--- src/rtl/bram_play_x2.sv ---
// bram_play_x2: streams BRAM words out as two half-width AXI4-Stream beats each (low half first).
// Build option PLAY_LOOP_EN: repeat the pass while loop_i is high when the last address issues.
//
// state | meaning
// IDLE  | waiting for a play edge; done_o high
// RUN   | issuing BRAM reads as FIFO credit allows
// DRAIN | all reads issued; emptying the FIFO until the final tlast
module bram_play_x2 #(
    parameter int DWIDTH_IN  = 256,
    parameter int DWIDTH_OUT = 128,
    parameter int MAX_XFER   = 2048,
    localparam int ADDR_BITS = $clog2(MAX_XFER)
) (
    input  logic                   aclk,
    input  logic                   areset,
    input  logic                   play_i,
    input  logic [ADDR_BITS:0]     len_i,
    input  logic                   loop_i,
    output logic                   done_o,
    output logic [DWIDTH_OUT-1:0]  m_axis_tdata,
    output logic                   m_axis_tvalid,
    output logic                   m_axis_tlast,
    input  logic                   m_axis_tready,
    output logic [31:0]            bram_addr,
    output logic                   bram_en,
    output logic [DWIDTH_IN/8-1:0] bram_we,
    output logic [DWIDTH_IN-1:0]   bram_wdata,
    output logic                   bram_clk,
    output logic                   bram_rst,
    input  logic [DWIDTH_IN-1:0]   bram_rdata
);

    localparam logic [1:0] S_IDLE  = 2'd0;
    localparam logic [1:0] S_RUN   = 2'd1;
    localparam logic [1:0] S_DRAIN = 2'd2;

    localparam int FIFO_DEPTH = 4;

    localparam logic [ADDR_BITS:0]   LEN_ONE  = (ADDR_BITS + 1)'(1);
    localparam logic [ADDR_BITS:0]   MAX_LEN  = (ADDR_BITS + 1)'(MAX_XFER);
    localparam logic [ADDR_BITS-1:0] ADDR_ONE = ADDR_BITS'(1);

    logic [1:0]           state;
    logic                 play_q;
    logic                 play_qq;
    logic                 play_edge;
    logic [ADDR_BITS:0]   len_q;
    logic [ADDR_BITS:0]   len_clamped;
    logic [ADDR_BITS-1:0] addr;

    logic                 rd_v1;
    logic                 rd_v2;
    logic                 rd_last1;
    logic                 rd_last2;

    logic [DWIDTH_IN-1:0]  fifo_data [FIFO_DEPTH];
    logic [FIFO_DEPTH-1:0] fifo_last;
    logic [1:0]            wr_ptr;
    logic [1:0]            rd_ptr;
    logic [2:0]            occ;
    logic                  half;

    logic [2:0]           pending;
    logic                 issue;
    logic                 issue_last;
    logic                 loop_now;
    logic                 push;
    logic                 pop;
    logic                 beat_hs;
    logic                 final_beat;
    logic [DWIDTH_IN-1:0] head_word;

`ifdef PLAY_LOOP_EN
    assign loop_now = loop_i;
`else
    logic loop_unused;
    assign loop_unused = loop_i;
    assign loop_now    = 1'b0;
`endif

    assign play_edge   = play_q & ~play_qq;
    assign len_clamped = (len_i > MAX_LEN) ? MAX_LEN : len_i;

    // Credit covers words already in the FIFO plus reads still in the BRAM pipeline.
    assign pending    = occ + {2'b00, rd_v1} + {2'b00, rd_v2};
    assign issue      = (state == S_RUN) && (pending < 3'd4);
    assign issue_last = ({1'b0, addr} == (len_q - LEN_ONE));

    assign head_word = fifo_data[rd_ptr];
    assign push      = rd_v2;
    assign beat_hs   = m_axis_tvalid & m_axis_tready;
    assign pop       = beat_hs & half;

    // Last word of the last pass: nothing left behind it in the FIFO or in flight.
    assign final_beat = pop & fifo_last[rd_ptr] & (occ == 3'd1) & ~rd_v1 & ~rd_v2;

    always_comb begin
        m_axis_tvalid = (occ != 3'd0);
        m_axis_tdata  = '0;
        m_axis_tlast  = 1'b0;
        if (m_axis_tvalid) begin
            m_axis_tdata = half ? head_word[DWIDTH_IN-1:DWIDTH_OUT] : head_word[DWIDTH_OUT-1:0];
            m_axis_tlast = half & fifo_last[rd_ptr];
        end
    end

    assign done_o     = (state == S_IDLE);
    assign bram_en    = issue;
    assign bram_addr  = 32'(addr);
    assign bram_we    = '0;
    assign bram_wdata = '0;
    assign bram_clk   = aclk;
    assign bram_rst   = areset;

    always_ff @(posedge aclk) begin
        if (areset) begin
            state     <= S_IDLE;
            // Loading the live input hides a play level already high during reset.
            play_q    <= play_i;
            play_qq   <= play_i;
            len_q     <= '0;
            addr      <= '0;
            rd_v1     <= 1'b0;
            rd_v2     <= 1'b0;
            rd_last1  <= 1'b0;
            rd_last2  <= 1'b0;
            fifo_last <= '0;
            wr_ptr    <= '0;
            rd_ptr    <= '0;
            occ       <= '0;
            half      <= 1'b0;
        end else begin
            play_q   <= play_i;
            play_qq  <= play_q;
            rd_v1    <= issue;
            rd_last1 <= issue & issue_last;
            rd_v2    <= rd_v1;
            rd_last2 <= rd_last1;

            if (push) begin
                fifo_last[wr_ptr] <= rd_last2;
                wr_ptr            <= wr_ptr + 2'd1;
            end
            if (pop) begin
                rd_ptr <= rd_ptr + 2'd1;
            end
            case ({push, pop})
                2'b10:   occ <= occ + 3'd1;
                2'b01:   occ <= occ - 3'd1;
                default: occ <= occ;
            endcase
            if (beat_hs) begin
                half <= ~half;
            end

            case (state)
                S_IDLE: begin
                    if (play_edge && (len_i != '0)) begin
                        state <= S_RUN;
                        len_q <= len_clamped;
                        addr  <= '0;
                    end
                end
                S_RUN: begin
                    if (issue) begin
                        if (issue_last) begin
                            if (loop_now) begin
                                addr <= '0;
                            end else begin
                                state <= S_DRAIN;
                            end
                        end else begin
                            addr <= addr + ADDR_ONE;
                        end
                    end
                end
                S_DRAIN: begin
                    if (final_beat) begin
                        state <= S_IDLE;
                        addr  <= '0;
                    end
                end
                default: begin
                    state <= S_IDLE;
                end
            endcase
        end
    end

    // Payload storage needs no reset; occupancy alone says what is valid.
    always_ff @(posedge aclk) begin
        if (push) begin
            fifo_data[wr_ptr] <= bram_rdata;
        end
    end

endmodule

--- config.mk ---
export PLATFORM = sky130hd
export DESIGN_NAME = bram_play_x2
export DESIGN_NICKNAME = d
export VERILOG_FILES = /design/src/rtl/bram_play_x2.sv
export SDC_FILE = /design/constraint.sdc
export NUM_CORES = 1
export LEC_CHECK = 0
export BUFFER_PORTS_ARGS = -buffer_cell sky130_fd_sc_hd__buf_2
export CAP_MARGIN = 20
export CORE_AREA = 2 2 281 283
export CTS_CLUSTER_DIAMETER = 80
export DETAILED_ROUTE_END_ITERATION = 7
export DIE_AREA = 0 0 283 285
export PLACE_DENSITY = 0.8
export SLEW_MARGIN = 15
export SYNTH_ARGS = -nofsm -noshare
export SYNTH_HDL_FRONTEND = slang
export SYNTH_SLANG_ARGS = --single-unit
--- constraint.sdc ---
create_clock -name aclk -period 11.25 [get_ports aclk]
set_input_delay 0 -clock aclk [delete_from_list [all_inputs] [get_ports aclk]]
set_output_delay 0 -clock aclk [all_outputs]
set_load 0.1 [all_outputs]
# Yosys cells after proc, flatten, opt, wreduce, memory -nomap -nowiden

Memory sizes are Yosys's and may differ from the RTL's. A register that Yosys moved wholly into a read port is not among the register bits.
Index checks and enable logic that the tools add are counted.

Flip-flop bits (word level): 43
RAM bits: 1024
Input port bits: 273
Output and inout bits: 454
Word-level logic and storage cells: 88
Memories: 1

Memories:

| name      | words | width | read ports | clocked after Yosys merged registers in | write ports | RTL line | source |
|---|---|---|---|---|---|---|---|
| fifo_data | 4     | 256   | 1          | 1                                       | 1           | 56       | `logic [DWIDTH_IN-1:0] fifo_data [FIFO_DEPTH];` |

$add $sub $neg: 8
$lt $le $gt $ge: 5
Equal/unequal tests: 11
Mux-type cells: 25
Bitwise logic cells: 13
Reduce and logical (&&, ||, !) cells: 11

Operators with widths:

| kind                    | count |
|---|---|
| $mux W128               | 2 |
| $mux W11                | 4 |
| $pmux W11 S3            | 1 |
| $eq A11 B12 Y1          | 1 |
| $gt A12 B12 Y1 const B  | 1 |
| $mux W12                | 1 |
| $mux W2                 | 6 |
| $reduce_bool A12 Y1     | 1 |
| $sub A12 B1 Y12 const B | 1 |
| $add A11 B1 Y11 const B | 1 |
| $and A1 B1 Y1           | 9 |
| $ne A2 B2 Y1 const B    | 4 |
| $add A3 B1 Y3           | 2 |
| $lt A2 B3 Y1 const B    | 2 |
| $mux W1                 | 6 |
| $pmux W2 S3             | 1 |
| $pmux W3 S2             | 1 |
| $reduce_bool A3 Y1      | 2 |
| $reduce_and A5 Y1       | 1 |
| $add A2 B1 Y2 const B   | 2 |
| $bwmux W4               | 1 |
| $eq A2 B1 Y1 const B    | 2 |
| $eq A2 B2 Y1 const B    | 2 |
| $not A1 Y1              | 4 |
| other kinds (13)        | 15 |

# Logic depth before layout (Yosys ltp)

Gate-level depths: netlist (run 1).

Word-level depth: 9
Mapped depth: 11
Gate-level depth less buffers: 10

==> qor.csv, run 1 <==
metric,value,unit
status,finished clean,
Place WS,5.36,ns
Setup crit end kind,output port,
Lkg Pwr,18.7,nW
top cell type's share of synthesized area,70.6,%
"Distinct cells, synth",63,
vias in the first global route,25700,
final hold violation count,0,
met2 Usage GRT,49.4,%
largest net degree at the start of global routing,169,
Yosys top cell by area,edfxtp_1,
via count,24500,
Post-synth ARST share,0,%
initial antenna violation count,21,
DR vias/cell,5.64,
effective utilization at floorplan,55.9,%
Startpoint Class,clock port,
I/O Pins,727,
Routed wire per std cell,25.6,microns
Setup-failing EPs final,0,
share of cells above drive strength 1,26.4,%
post-cts gate resize count,0,
CP Class,clock port to output port,
ys flop type,edfxtp_1,
"FF+latch count, synth",1069,
gr usage total,27.1,%
Mapped Avg Cell Area,19.5,sq um
grt ovf,0,
Hold Crit Class,input port to flop,
worst-path fanout max,2,
largest cells by area after synthesis,"edfxtp_1 (71%), mux4_2 (13%), buf_4 (5.4%)",
Max Clock Skew,0.0541,ns
clock latency on the worst-skew pair,0.80,ns
YS warnings,0,
Worst-Margin Slew,1.45,ns
power per cell area,166,nW/um^2
drt first pass iters,5,
"Arr. time, crit path",6.16,ns
first-pass GRT wire length,163000,microns
mapped cell area,43600,sq um
CTS tree,built,
slew margin rel.,3.18,%
Iter 0 DRT Violations,2233,
setup TNS,0,ns
Post-synth EDFFs,1024,
total chip power,9.02,mW
RSZ-0062 raised after global routing,false,
CORE AREA,78000,sq um
final RePlAce weighted congestion,0.803,
critical path required time,11.25,ns
die area,80700,sq um
Post-Route WL,111000,microns
gr busiest metal,met2,
die width,283,microns
met1 Use GR,30.7,%
final-report max-slew violation count,0,
# port buffers,416,
drt drc,0,
fin worst setup slack,5.09,ns
chip height,285,microns
max-cap viol count,0,
cell count after synthesis,2236,
Clock transition at path regs,0.06,ns
DRT antenna net count,0,
area grow syn2layout,24.6,%
met3 usage,4.78,%
# nets final,3470,
post-synthesis sequential area ratio,72.6,%
peak supply drop,247,uV
floorplan row count,103,
Final HPWL DP,55500,microns
## stage by stage
| step | std cells | util [%] | hold WS, ns | area (sq um) |
|---|---|---|---|---|
| 6_report | 4339 | 69.6 | 0.0283 | 54300 |
| 3_5_place_dp | 3619 | 58.6 | 0.130 | 45700 |
| 3_3_place_gp | 3619 | 58.6 | 0.120 | 45700 |
| 5_1_grt | 4336 | 69.6 | 0.00808 | 54300 |
| 4_1_cts | 4319 | 69.5 | 0.000165 | 54200 |
| 2_1_floorplan | 2544 | - | 0.0277 | 44700 |
## sequential cells by signal (all words and copies together), names as in the netlist, named ones only
| register | flops |
|---|---|
| addr | 11 |
| state | 2 |
| len_q | 12 |
| half | 1 |
| rd_last1 | 1 |
| rd_ptr | 2 |
| play_q | 1 |
| push | 1 |
| rd_last2 | 1 |
| play_qq | 1 |
| rd_v1 | 1 |
| wr_ptr | 2 |
| fifo_last | 4 |
| fifo_data | 1024 |
| occ | 3 |
## critical path, cell delays in order
cell	delay (ns)
clkbuf_16	0.12
clkbuf_16	0.13
buf_2	0.28
## final timing paths
kind                            start                    endpoint  slack [ns]  depth (start not counted)
setup reg to reg      push$_SDFF_PP0_  fifo_data[3][17]$_DFFE_PP_        7.24                          4
hold reg to reg   rd_last1$_SDFF_PP0_         rd_last2$_SDFF_PP0_        0.47                          1
setup / recovery                 aclk                    bram_clk        5.09                          3
hold / removal         bram_rdata[91]  fifo_data[2][91]$_DFFE_PP_        0.03                          2
## placed cells by master (no fill, tap or decap), drive strengths merged, types with 4 or more instances in the layout
master	n
mux4	257
a21oi	24
nor4	6
dfxtp	45
nand4	6
nor2	150
xnor2	11
ha	12
diode	18
nor3b	6
or3	4
inv	15
bufinv	10
nand2	28
edfxtp	1024
nor2b	5
mux2i	135
dlygate4sd3	507
clkbuf	136
conb	309
nand3	9
a2111o	5
o21ai	7
buf	439
o21a	4
nor3	4
nand3b	9
nand2b	6
clkinv	44
xor2	10
and2	5
## cells by family after synthesis
group / after synthesis / synth area share (%)
flip-flops: 1069 / 72.6
buffers and inverters: 425 / 6.37
multiplexers: 393 / 16.4
AND/OR/NAND/NOR: 253 / 2.78
AO/OA/AOI/OAI: 62 / 1.04
XOR/XNOR: 21 / 0.422
adder cells (fa/ha/maj): 12 / 0.345
other: 1 / 0.00861
## final cells by class
| type | count | area, sq um |
|---|---|---|
| Antenna cell | 18 | 45.0 |
| Multi-Input combinational cell | 1050 | 10300 |
| Clock inverter | 58 | 642 |
| Sequential cell | 1069 | 31700 |
| Timing Repair Buffer | 945 | 7410 |
| Clock buffer | 137 | 2850 |
| Tap cell | 1050 | 1310 |
| Fill cell | 4542 | 23700 |
| Inverter | 12 | 45.0 |
## where the power goes
group	leakage [nW]	internal, mW	switching [mW]
Clock	1.70	2.03	1.57
Sequential	9.58	4.38	0.0153
Combinational	7.40	0.221	0.805
## Yosys cell counts (all sizes together) (2+ instances only)
| cell | count |
|---|---|
| a2111o | 5 |
| a211oi | 3 |
| a21oi | 24 |
| a221oi | 2 |
| a31oi | 3 |
| a41o | 2 |
| and2 | 5 |
| and3 | 2 |
| and4 | 2 |
| buf | 350 |
| clkbuf | 63 |
| dfxtp | 45 |
| edfxtp | 1024 |
| ha | 12 |
| inv | 12 |
| mux2i | 135 |
| mux4 | 257 |
| nand2 | 28 |
| nand2b | 6 |
| nand3 | 9 |
| nand3b | 9 |
| nand4 | 6 |
| nor2 | 150 |
| nor2b | 5 |
| nor3 | 4 |
| nor3b | 6 |
| nor4 | 6 |
| nor4b | 2 |
| nor4bb | 2 |
| o2111ai | 2 |
| o21a | 4 |
| o21ai | 7 |
| o31a | 2 |
| or2 | 3 |
| or3 | 4 |
| or4 | 2 |
| xnor2 | 11 |
| xor2 | 10 |
## per-layer routing
metal / vias up / routed length [microns] / part of all wire, %
li1: 10200 / - / -
met1: 12500 / 36500 / 33
met2: 1503 / 60600 / 55
met3: 309 / 8000 / 7.2
met4: 10 / 5880 / 5.3
met5: - / 57 / 0.051
## what timing repair did
item	CTS	global route
hold buffers	506	1
hold endpoints to repair	1062	3
setup buffers	0	0
Note: power is estimated with default switching activity, not from simulation.
==> run 2: changes to the inputs <==
CORE_AREA = unset   (was 2 2 281 283)
CORE_MARGIN = 2   (was unset)
CORE_UTILIZATION = 56   (was unset)
DIE_AREA = unset   (was 0 0 283 285)
PLACE_DENSITY = 0.79   (was 0.8)
clock period = 6.35 ns   (was 11.25 ns; I/O delays follow)
==> qor.csv, run 2 (synthesized netlist as in run 1, its figures left out) <==
metric,value,unit,change
total chip power,15.9,mW,+76%
# port buffers,416,,unchanged
Tcrit/Tclk final,58.4,%,
Fmax,271,MHz,
Max Clock Skew,0.0428,ns,-0.0113 ns
"Arr. time, crit path",3.71,ns,-2.45 ns
setup TNS,0,ns,unchanged
Place WS,2.73,ns,-2.63 ns
Net Sw Frac,26.7,%,+0.20 points
setup bufs post-CTS,0,,unchanged
"commonest non-fill, non-tap cell in the layout",edfxtp_1,,
CP Class,clock port to output port,,
grt ovf,0,,unchanged
RSZ-0062 raised after global routing,false,,
Post-Route WL,107000,microns,-3.2%
Startpoint Class,clock port,,
fin cells,4322,,-0.39%
Internal Pwr Total,11.7,mW,+76%
I/O Pins,727,,unchanged
critical path required time,6.35,ns,-4.90 ns
chip height,283,microns,-0.72%
share of cells above drive strength 1,26.4,%,about the same
max reg flops,1024,,unchanged
final core utilization,70.3,%,+0.66 points
Comb pwr share,11.4,%,about the same
drt drc,0,,unchanged
clock share of power,39.6,%,-0.3 points
die width,283,microns,about the same
Setup-failing EPs final,0,,unchanged
via count,24100,,-1.4%
CORE AREA,77200,sq um,-0.97%
Biggest register,fifo_data,,
Hold Crit Class,input port to flop,,
FF+latch area,31700,sq um,unchanged
vias in the first global route,25400,,-0.79%
drt first pass iters,5,,unchanged
slew margin rel.,25.1,%,+22 points
Largest regs,"fifo_data (1024), len_q (12), addr (11)",,
top sig layer,met5,,
Routed wire per std cell,24.9,microns,-2.8%
power per cell area,293,nW/um^2,+76%
Final HPWL DP,54700,microns,-1.4%
DRT antenna net count,0,,unchanged
met2 wire len,57800,microns,-4.5%
final hold violation count,0,,unchanged
Iter 0 DRT Violations,2524,,+13%
"Cell Area, Placed",45700,sq um,about the same
first-pass GRT wire length,159000,microns,-2.3%
CTS tree,built,,
post-cts gate resize count,0,,unchanged
clock latency on the worst-skew pair,0.80,ns,about the same
FILL cells,4438,,-2.3%
Lkg Pwr,18.7,nW,about the same
Clock transition at path regs,0.06,ns,about the same
initial antenna violation count,18,,-14%
Hold Buf Count CTS,511,,+0.99%
routed length on met1,35700,microns,-2.4%
Setup crit end kind,output port,,
DR vias/cell,5.58,,-1.0%
net load switching power,4.24,mW,+78%
Worst-Margin Slew,1.12,ns,-0.328 ns
max-cap viol count,0,,unchanged
die area,80100,sq um,-0.73%
final RePlAce weighted congestion,0.827,,+3.0%
gr usage total,26.7,%,-0.46 points
area grow syn2layout,24.5,%,about the same
status,finished clean,,
# nets final,3472,,+0.058%
final-report max-slew violation count,0,,unchanged
met3 WL post-DR,8220,microns,+2.7%
effective utilization at floorplan,56.4,%,+0.55 points
Hold Slack,0.0283,ns,+0.0000138 ns
largest net degree at the start of global routing,153,,-9.5%
multi-input logic area,10300,sq um,unchanged
Placed Instances,3606,,-0.36%
Seq pwr share,49.0,%,+0.3 points
peak supply drop,384,uV,+55%
worst-path fanout max,2,,unchanged
Finished Cell Area,54300,sq um,about the same
"commonest cells after routing, fill and taps aside","edfxtp_1 (1024), dlygate4sd3_1 (511), buf_2 (416), conb_1 (309), mux4_2 (257)",,
floorplan row count,102,,-0.97%
post-layout min period,3.71,ns,
fin worst setup slack,2.64,ns,-2.45 ns
## run 2: cell count changes in the layout (fill, tap and decap cells not counted), sizes merged
| cell | delta |
|---|---|
| clkinvlp | +1 |
| dlygate4sd3 | +4 |
| buf | -4 |
| diode | -6 |
| clkinv | +8 |
| bufinv | -1 |
| clkbuf | -9 |
## run 2: final cells by class
class                   instances  area share (%)
clock buffers                 128            5.12
diodes                         12          0.0553
multi-input cells            1050            19.0
clock inverters                66            1.23
flip-flops and latches       1069            58.3
repair buffers                945            13.7
well taps                    1040            2.40
inverters                      12          0.0830
## run 2: worst paths after layout
kind / from / end / slack [ns] / cells after the start
setup reg to reg: occ[1]$_SDFFE_PP0P_ / addr[4]$_SDFFE_PP0P_ / 2.72 / 11
hold / removal: bram_rdata[0] / fifo_data[3][0]$_DFFE_PP_ / 0.03 / 2
hold reg to reg: rd_last1$_SDFF_PP0_ / rd_last2$_SDFF_PP0_ / 0.47 / 1
setup / recovery: aclk / bram_clk / 2.64 / 3
## run 2: worst max-delay path, cell delays in order
cell and delay, ns:
clkbuf_16 0.12, clkbuf_16 0.13, buf_2 0.28
## run 2: layer usage
layer  vias up  GRT usage (%)
met1     12200           30.3
li1      10200              -
met4         8           15.1
met3       287           5.06
met2      1428           47.4
met5         -              0
## run 2: power by group through the flow
stage,Clock (mW),Combinational (mW),Sequential [mW]
after floorplan,0.0594,1.41,7.93
after detailed placement,0.0554,1.52,7.94
final,6.30,1.81,7.79
after global placement,0.0554,1.49,7.94
after global routing,6.62,1.86,7.79
after CTS,6.26,1.78,7.79
